===== src/rtl/ctrl_pipe_pkg.sv =====
`default_nettype none
// ============================================================================
// Module   : ctrl_pipe_pkg
// Purpose  : Shared definitions for the MIPS control pipeline: bundle
//            widths, bit positions inside each bundle, forwarding-select
//            encodings and the all-zero bubble bundle.
// Revision : 1.0  initial release
// ============================================================================
package ctrl_pipe_pkg;

    localparam int WB_W  = 2;
    localparam int M_W   = 3;
    localparam int EXE_W = 6;

    // wb bundle
    localparam int WB_REG_WRITE   = 0;
    localparam int WB_MEM_TO_REG  = 1;
    // m bundle
    localparam int M_BRANCH       = 0;
    localparam int M_MEM_READ     = 1;
    localparam int M_MEM_WRITE    = 2;
    // exe bundle
    localparam int EXE_REG_DST    = 0;
    localparam int EXE_ALU_SRC    = 1;
    localparam int EXE_ALU_OP_LSB = 2;

    // EX operand source selects
    localparam logic [1:0] FWD_REG   = 2'b00;
    localparam logic [1:0] FWD_EXMEM = 2'b10;
    localparam logic [1:0] FWD_MEMWB = 2'b01;

    typedef struct packed {
        logic [WB_W-1:0]  wb;
        logic [M_W-1:0]   m;
        logic [EXE_W-1:0] exe;
    } ctrl_bundle_t;

    localparam ctrl_bundle_t BUBBLE = '0;

    // The younger result (EX/MEM) takes precedence over MEM/WB.
    function automatic logic [1:0] fwd_sel(input logic exmem_hit,
                                           input logic memwb_hit);
        if (exmem_hit) return FWD_EXMEM;
        if (memwb_hit) return FWD_MEMWB;
        return FWD_REG;
    endfunction

endpackage
`default_nettype wire


===== src/rtl/ctrl_pipe_hazard_fwd_unit.sv =====
`default_nettype none
// ============================================================================
// Module   : hazard_fwd_unit
// Purpose  : Combinational hazard logic: load-use / dependency stall,
//            branch-taken flush and EX operand forwarding selects.
// Ports    : id_valid, id_rs, id_rt          - instruction currently in ID
//            ex_m, ex_wb, ex_dst, ex_rs, ex_rt, ex_branch_taken - EX stage
//            mem_wb, mem_dst                 - MEM stage
//            wb_wb, wb_dst                   - WB stage
//            stall, flush_if_id, fwd_a, fwd_b - hazard outputs
// Config   : CTRL_PIPE_FWD_EN defined   -> forwarding, load-use stall only
//            CTRL_PIPE_FWD_EN undefined -> no forwarding, stall on any
//                                          pending EX/MEM producer
// Revision : 1.0  initial release
// ============================================================================
module hazard_fwd_unit
    import ctrl_pipe_pkg::*;
#(
    parameter int RAW = 5
) (
    input  logic            id_valid,
    input  logic [RAW-1:0]  id_rs,
    input  logic [RAW-1:0]  id_rt,
    input  logic [M_W-1:0]  ex_m,
    input  logic [WB_W-1:0] ex_wb,
    input  logic [RAW-1:0]  ex_dst,
    input  logic [RAW-1:0]  ex_rs,
    input  logic [RAW-1:0]  ex_rt,
    input  logic            ex_branch_taken,
    input  logic [WB_W-1:0] mem_wb,
    input  logic [RAW-1:0]  mem_dst,
    input  logic [WB_W-1:0] wb_wb,
    input  logic [RAW-1:0]  wb_dst,
    output logic            stall,
    output logic            flush_if_id,
    output logic [1:0]      fwd_a,
    output logic [1:0]      fwd_b
);

    logic w_flush;
    logic w_stall_raw;
    logic w_unused;

    function automatic logic id_uses(input logic [RAW-1:0] dst,
                                     input logic [RAW-1:0] rs,
                                     input logic [RAW-1:0] rt);
        return (dst != '0) && ((dst == rs) || (dst == rt));
    endfunction

    // A taken branch only counts when the EX instruction really is a branch.
    assign w_flush = ex_m[M_BRANCH] & ex_branch_taken;

`ifdef CTRL_PIPE_FWD_EN
    logic w_exmem_a, w_exmem_b, w_memwb_a, w_memwb_b;

    assign w_stall_raw = id_valid & ex_m[M_MEM_READ] & id_uses(ex_dst, id_rs, id_rt);

    assign w_exmem_a = mem_wb[WB_REG_WRITE] & (mem_dst != '0) & (mem_dst == ex_rs);
    assign w_exmem_b = mem_wb[WB_REG_WRITE] & (mem_dst != '0) & (mem_dst == ex_rt);
    assign w_memwb_a = wb_wb[WB_REG_WRITE]  & (wb_dst  != '0) & (wb_dst  == ex_rs);
    assign w_memwb_b = wb_wb[WB_REG_WRITE]  & (wb_dst  != '0) & (wb_dst  == ex_rt);

    assign fwd_a = fwd_sel(w_exmem_a, w_memwb_a);
    assign fwd_b = fwd_sel(w_exmem_b, w_memwb_b);

    assign w_unused = ^{ex_wb, ex_m[M_MEM_WRITE], mem_wb[WB_MEM_TO_REG],
                        wb_wb[WB_MEM_TO_REG]};
`else
    // Without forwarding the consumer waits until the producer reaches WB;
    // the write-first register file covers the WB case.
    assign w_stall_raw = id_valid &
        ((ex_wb[WB_REG_WRITE]  & id_uses(ex_dst,  id_rs, id_rt)) |
         (mem_wb[WB_REG_WRITE] & id_uses(mem_dst, id_rs, id_rt)));

    assign fwd_a = FWD_REG;
    assign fwd_b = FWD_REG;

    assign w_unused = ^{ex_rs, ex_rt, wb_wb, wb_dst, ex_wb[WB_MEM_TO_REG],
                        ex_m[M_MEM_WRITE:M_MEM_READ], mem_wb[WB_MEM_TO_REG]};
`endif

    // The instruction being stalled is on the wrong path when a branch
    // resolves taken, so the flush wins.
    assign stall       = w_stall_raw & ~w_flush;
    assign flush_if_id = w_flush;

endmodule
`default_nettype wire


===== src/rtl/ctrl_pipe.sv =====
`default_nettype none
// ============================================================================
// Module   : ctrl_pipe
// Purpose  : Carries decoded control bundles through the ID/EX, EX/MEM and
//            MEM/WB registers and hosts the hazard / forwarding unit.
// Ports    : clk, reset (async, active-high)
//            id_valid, id_wb, id_m, id_exe, id_rs, id_rt, id_rd - ID inputs
//            ex_branch_taken                - branch result of EX instr
//            stall, flush_if_id, fwd_a, fwd_b - hazard outputs
//            ex_*, mem_*, wb_*              - per-stage control and dst
// Config   : CTRL_PIPE_FWD_EN enables operand forwarding (see
//            hazard_fwd_unit).
// Revision : 1.0  initial release
// ============================================================================
module ctrl_pipe
    import ctrl_pipe_pkg::*;
#(
    parameter int RAW = 5
) (
    input  logic             clk,
    input  logic             reset,
    input  logic             id_valid,
    input  logic [WB_W-1:0]  id_wb,
    input  logic [M_W-1:0]   id_m,
    input  logic [EXE_W-1:0] id_exe,
    input  logic [RAW-1:0]   id_rs,
    input  logic [RAW-1:0]   id_rt,
    input  logic [RAW-1:0]   id_rd,
    input  logic             ex_branch_taken,
    output logic             stall,
    output logic             flush_if_id,
    output logic [EXE_W-1:0] ex_exe,
    output logic [M_W-1:0]   ex_m,
    output logic [WB_W-1:0]  ex_wb,
    output logic [RAW-1:0]   ex_dst,
    output logic [M_W-1:0]   mem_m,
    output logic [WB_W-1:0]  mem_wb,
    output logic [RAW-1:0]   mem_dst,
    output logic [WB_W-1:0]  wb_wb,
    output logic [RAW-1:0]   wb_dst,
    output logic [1:0]       fwd_a,
    output logic [1:0]       fwd_b
);

    ctrl_bundle_t    r_ex_ctrl;
    logic [RAW-1:0]  r_ex_rs;
    logic [RAW-1:0]  r_ex_rt;
    logic [RAW-1:0]  r_ex_dst;
    logic [M_W-1:0]  r_mem_m;
    logic [WB_W-1:0] r_mem_wb;
    logic [RAW-1:0]  r_mem_dst;
    logic [WB_W-1:0] r_wb_wb;
    logic [RAW-1:0]  r_wb_dst;

    logic            w_load_bubble;
    logic [RAW-1:0]  w_id_dst;

    assign w_id_dst      = id_exe[EXE_REG_DST] ? id_rd : id_rt;
    assign w_load_bubble = ~id_valid | stall | flush_if_id;

    always_ff @(posedge clk or posedge reset) begin
        if (reset) begin
            r_ex_ctrl <= BUBBLE;
            r_ex_rs   <= '0;
            r_ex_rt   <= '0;
            r_ex_dst  <= '0;
            r_mem_m   <= '0;
            r_mem_wb  <= '0;
            r_mem_dst <= '0;
            r_wb_wb   <= '0;
            r_wb_dst  <= '0;
        end else begin
            if (w_load_bubble) begin
                r_ex_ctrl <= BUBBLE;
                r_ex_rs   <= '0;
                r_ex_rt   <= '0;
                r_ex_dst  <= '0;
            end else begin
                r_ex_ctrl <= '{wb: id_wb, m: id_m, exe: id_exe};
                r_ex_rs   <= id_rs;
                r_ex_rt   <= id_rt;
                r_ex_dst  <= w_id_dst;
            end
            // Later stages never stall: older instructions always drain.
            r_mem_m   <= r_ex_ctrl.m;
            r_mem_wb  <= r_ex_ctrl.wb;
            r_mem_dst <= r_ex_dst;
            r_wb_wb   <= r_mem_wb;
            r_wb_dst  <= r_mem_dst;
        end
    end

    hazard_fwd_unit #(
        .RAW (RAW)
    ) u_hazard_fwd_unit (
        .id_valid        (id_valid),
        .id_rs           (id_rs),
        .id_rt           (id_rt),
        .ex_m            (r_ex_ctrl.m),
        .ex_wb           (r_ex_ctrl.wb),
        .ex_dst          (r_ex_dst),
        .ex_rs           (r_ex_rs),
        .ex_rt           (r_ex_rt),
        .ex_branch_taken (ex_branch_taken),
        .mem_wb          (r_mem_wb),
        .mem_dst         (r_mem_dst),
        .wb_wb           (r_wb_wb),
        .wb_dst          (r_wb_dst),
        .stall           (stall),
        .flush_if_id     (flush_if_id),
        .fwd_a           (fwd_a),
        .fwd_b           (fwd_b)
    );

    assign ex_exe  = r_ex_ctrl.exe;
    assign ex_m    = r_ex_ctrl.m;
    assign ex_wb   = r_ex_ctrl.wb;
    assign ex_dst  = r_ex_dst;
    assign mem_m   = r_mem_m;
    assign mem_wb  = r_mem_wb;
    assign mem_dst = r_mem_dst;
    assign wb_wb   = r_wb_wb;
    assign wb_dst  = r_wb_dst;

endmodule
`default_nettype wire


===== config.mk =====
export PLATFORM = sky130hd
export DESIGN_NAME = ctrl_pipe
export DESIGN_NICKNAME = d
export VERILOG_FILES = /design/src/rtl/ctrl_pipe_pkg.sv /design/src/rtl/ctrl_pipe_hazard_fwd_unit.sv /design/src/rtl/ctrl_pipe.sv
export SDC_FILE = /design/constraint.sdc
export NUM_CORES = 1
export LEC_CHECK = 0
export BUFFER_PORTS_ARGS = -buffer_cell sky130_fd_sc_hd__buf_2
export CAP_MARGIN = 20
export CORE_ASPECT_RATIO = 1.5
export CORE_MARGIN = 3
export CORE_UTILIZATION = 44
export DETAILED_ROUTE_END_ITERATION = 7
export GPL_TIMING_DRIVEN = 0
export PLACE_DENSITY = 0.78
export SLEW_MARGIN = 40
export SYNTH_ARGS = -nofsm -noshare
export SYNTH_HDL_FRONTEND = slang
export SYNTH_SLANG_ARGS = --single-unit

===== constraint.sdc =====
create_clock -name clk -period 2.1 [get_ports clk]
set_clock_uncertainty 0.05 [all_clocks]
set_input_delay 0.525 -clock clk [delete_from_list [all_inputs] [get_ports clk]]
set_output_delay 0.525 -clock clk [all_outputs]
set_load 0.02 [all_outputs]

==> qor.yml <==
outcome:
  outcome: "finished, violations left"
  violations: "setup timing"
pwr:
  p_leak_uw: 0.00109
  max-vdd-ir-drop_mv: 0.582
  power_density_nw_per_um2: 760
die:
  die_h_um: 73.2
  core_um2: 2760
  dieWidth_um: 50.8
  start_util_pct: 47.9
  num_io_pins: 69
  rows: 23
  die_area_um2: 3720
critical_path:
  worst-path-buf-inv: 1
  crit_family: "simple AND/OR/NAND/NOR gates"
  critPathArrivalTime_ns: 1.90
  path_cells: "or4_4 > o21ai_1 > o22a_2 > and2b_2 > buf_6"
  critical-path-max-stage-delay_ns: 0.53
  crit_fanout: 2
  critPathKind: "register to output pin"
  slowest_stage: "or4_4"
  startpoint_type: "register"
  critPathRequiredTime_ns: 1.52
  cp-end-kind: "output pin"
sta:
  setup_violations: 1
  timing_hold_violations_final: 0
  setup_ws_ns: -0.371
  rsz0062_at_grt: "yes"
  period_share_pct: 118
  slew_headroom_pct: 56.4
  tightest_slew_ns: 0.654
  layout_min_cycle_time_ns: 2.47
  final_max_slew_viol_count: 0
  fmax_mhz: 405
global_route:
  grt_max_degree: 34
  grtUsageTotal_pct: 18.7
  grt_overflow: 0
  grt_pass1_wl_mm: 4.88
  grt_pass1_vias: 1058
  antenna_found_initial: 0
routing:
  wire_per_inst_um: 13.9
  drt_first_pass_iters: 2
  vias: 1005
  antenna_left: 0
  via_per_inst: 4.55
  wirelength_mm: 3.06
  drc: 0
  drt-initial-drc-count: 15
synth:
  ys_ff_latch: 33
  synth_warnings: 0
  ys_types: 19
  ys_seq_area_share_pct: 62.4
  synth_area_per_cell_um2: 13.2
  netlist_area_um2: 1320
  syn_inst: 100
finish:
  most-common-layout-cells: "63 x buf_2, 28 x dfrtp_1, 20 x xor2_1"
  syn_to_final_growth_pct: 41.3
  drive_gt1_share_pct: 57.6
  fin_nets: 213
  diodes: 0
  final_cells: 221
  layout_commonest_cell: "buf_2"
  n_fill_cell: 225
clock_tree:
  clk_pin_slew_worst_paths_ns: 0.06
  cts_root_buffer: "clkbuf_8"
  cts.sinks: 33
  cts_tree: "done"
  clk_path_buf_depth: 2
  cts_buffers: 5
  cts_hold_buf: 0
  clkLatencyLatePin_ns: 0.28
  cts_htree_levels: 2
flow_run:
  drv_cap: 0
placement:
  placed_cells: 204
  place_ws_ns: -0.273
  portBuffers: 64
  gp_congestion: 0.805
hold_path:
  worstHoldPathType: "input port to asynchronous set/reset pin"
power by group:
part | switching, uW | internal [uW]
combinational | 154 | 119
clock | 214 | 229
sequential | 27.2 | 679
timing repair:
action	CTS	global route
gates resized for setup	2	3
pin swaps	3	3
buffers inserted	8	1
endpoints found under the setup margin	1	1
routing by layer:
| metal | vias to the layer above | GRT usage, % | wire length, um |
|---|---|---|---|
| met1 | 474 | 18.0 | 1040 |
| met5 | - | 0 | 0 |
| met4 | 0 | 10.2 | 62 |
| met2 | 31 | 32.6 | 1780 |
| met3 | 6 | 8.38 | 179 |
| li1 | 494 | - | - |
sequential cells by signal, summed over array words and instances (netlist names):
name	cells
wb_wb	2
ex_exe	6
mem_wb	2
mem_m	3
ex_m	3
wb_dst	5
ex_dst	5
mem_dst	5
ex_wb	2
worst paths after layout:
kind	start	to	slack, ns	depth (start not counted)
worst max-delay path	mem_dst[0]$_DFF_PP0_	stall	-0.37	5
worst min-delay path	reset	wb_dst[1]$_DFF_PP0_	0.28	2
worst max register to register	ex_dst[0]$_DFF_PP0_	ex_m[0]$_DFF_PP0_	0.20	8
worst min register to register	ex_m[2]$_DFF_PP0_	mem_m[2]$_DFF_PP0_	0.32	0
max in group asynchronous	reset	ex_dst[0]$_DFF_PP0_	1.25	2
min in group clk	ex_m[2]$_DFF_PP0_	mem_m[2]$_DFF_PP0_	0.32	0
kinds of logic (layout without fill, tap and decap cells):
| logic type | after synthesis | count (layout) | share of synthesized area [%] |
|---|---|---|---|
| multiplexers | 5 | 5 | 4.25 |
| AO/OA/AOI/OAI | 5 | 5 | 2.65 |
| AND/OR/NAND/NOR | 29 | 29 | 13.5 |
| buffers and inverters | 7 | 88 | 3.69 |
| XOR/XNOR | 20 | 20 | 13.2 |
| other | 1 | 4 | 0.283 |
| flip-flops | 33 | 33 | 62.4 |
stage by stage:
| stage | cell area [um^2] | hold slack [ns] | setup TNS [ns] | total power [uW] | util [%] |
|---|---|---|---|---|---|
| floorplan | 1340 | 0.444 | -0.0252 | 869 | - |
| global placement | 1710 | 0.302 | -0.283 | 962 | 61.8 |
| detailed placement | 1710 | 0.306 | -0.273 | 971 | 61.8 |
| global route | 1870 | 0.327 | -0.426 | 1500 | 67.7 |
| CTS | 1860 | 0.298 | -0.375 | 1430 | 67.2 |
| finish | 1870 | 0.282 | -0.371 | 1420 | 67.7 |
synth_stat cells:
library cell	number	area, um^2
nor2_1	4	15.0
mux2_2	5	56.3
buf_6	1	11.3
dfrtp_1	33	826
inv_1	1	3.75
or4_1	2	15.0
a22oi_1	2	15.0
and3_2	6	45.0
and2b_2	1	8.76
o21ai_1	2	10.0
and2_1	1	6.26
nor2b_1	1	6.26
nor3_1	4	20.0
xor2_1	20	175
conb_1	1	3.75
o22a_2	1	10.0
buf_4	4	30.0
and3_1	10	62.6
clkbuf_1	1	3.75
cell type report:
type | count | area [um^2] | share of cell area, %
sequential | 33 | 832 | 44.5
multi-input combinational | 63 | 467 | 24.9
timing repair buffer | 73 | 394 | 21.1
clock buffer | 6 | 72.6 | 3.88
tap | 37 | 46.3 | 2.47
buffer | 6 | 45.0 | 2.41
clock inverter | 2 | 10.0 | 0.535
inverter | 1 | 3.75 | 0.201
Note: power is estimated with default switching activity, not from simulation.
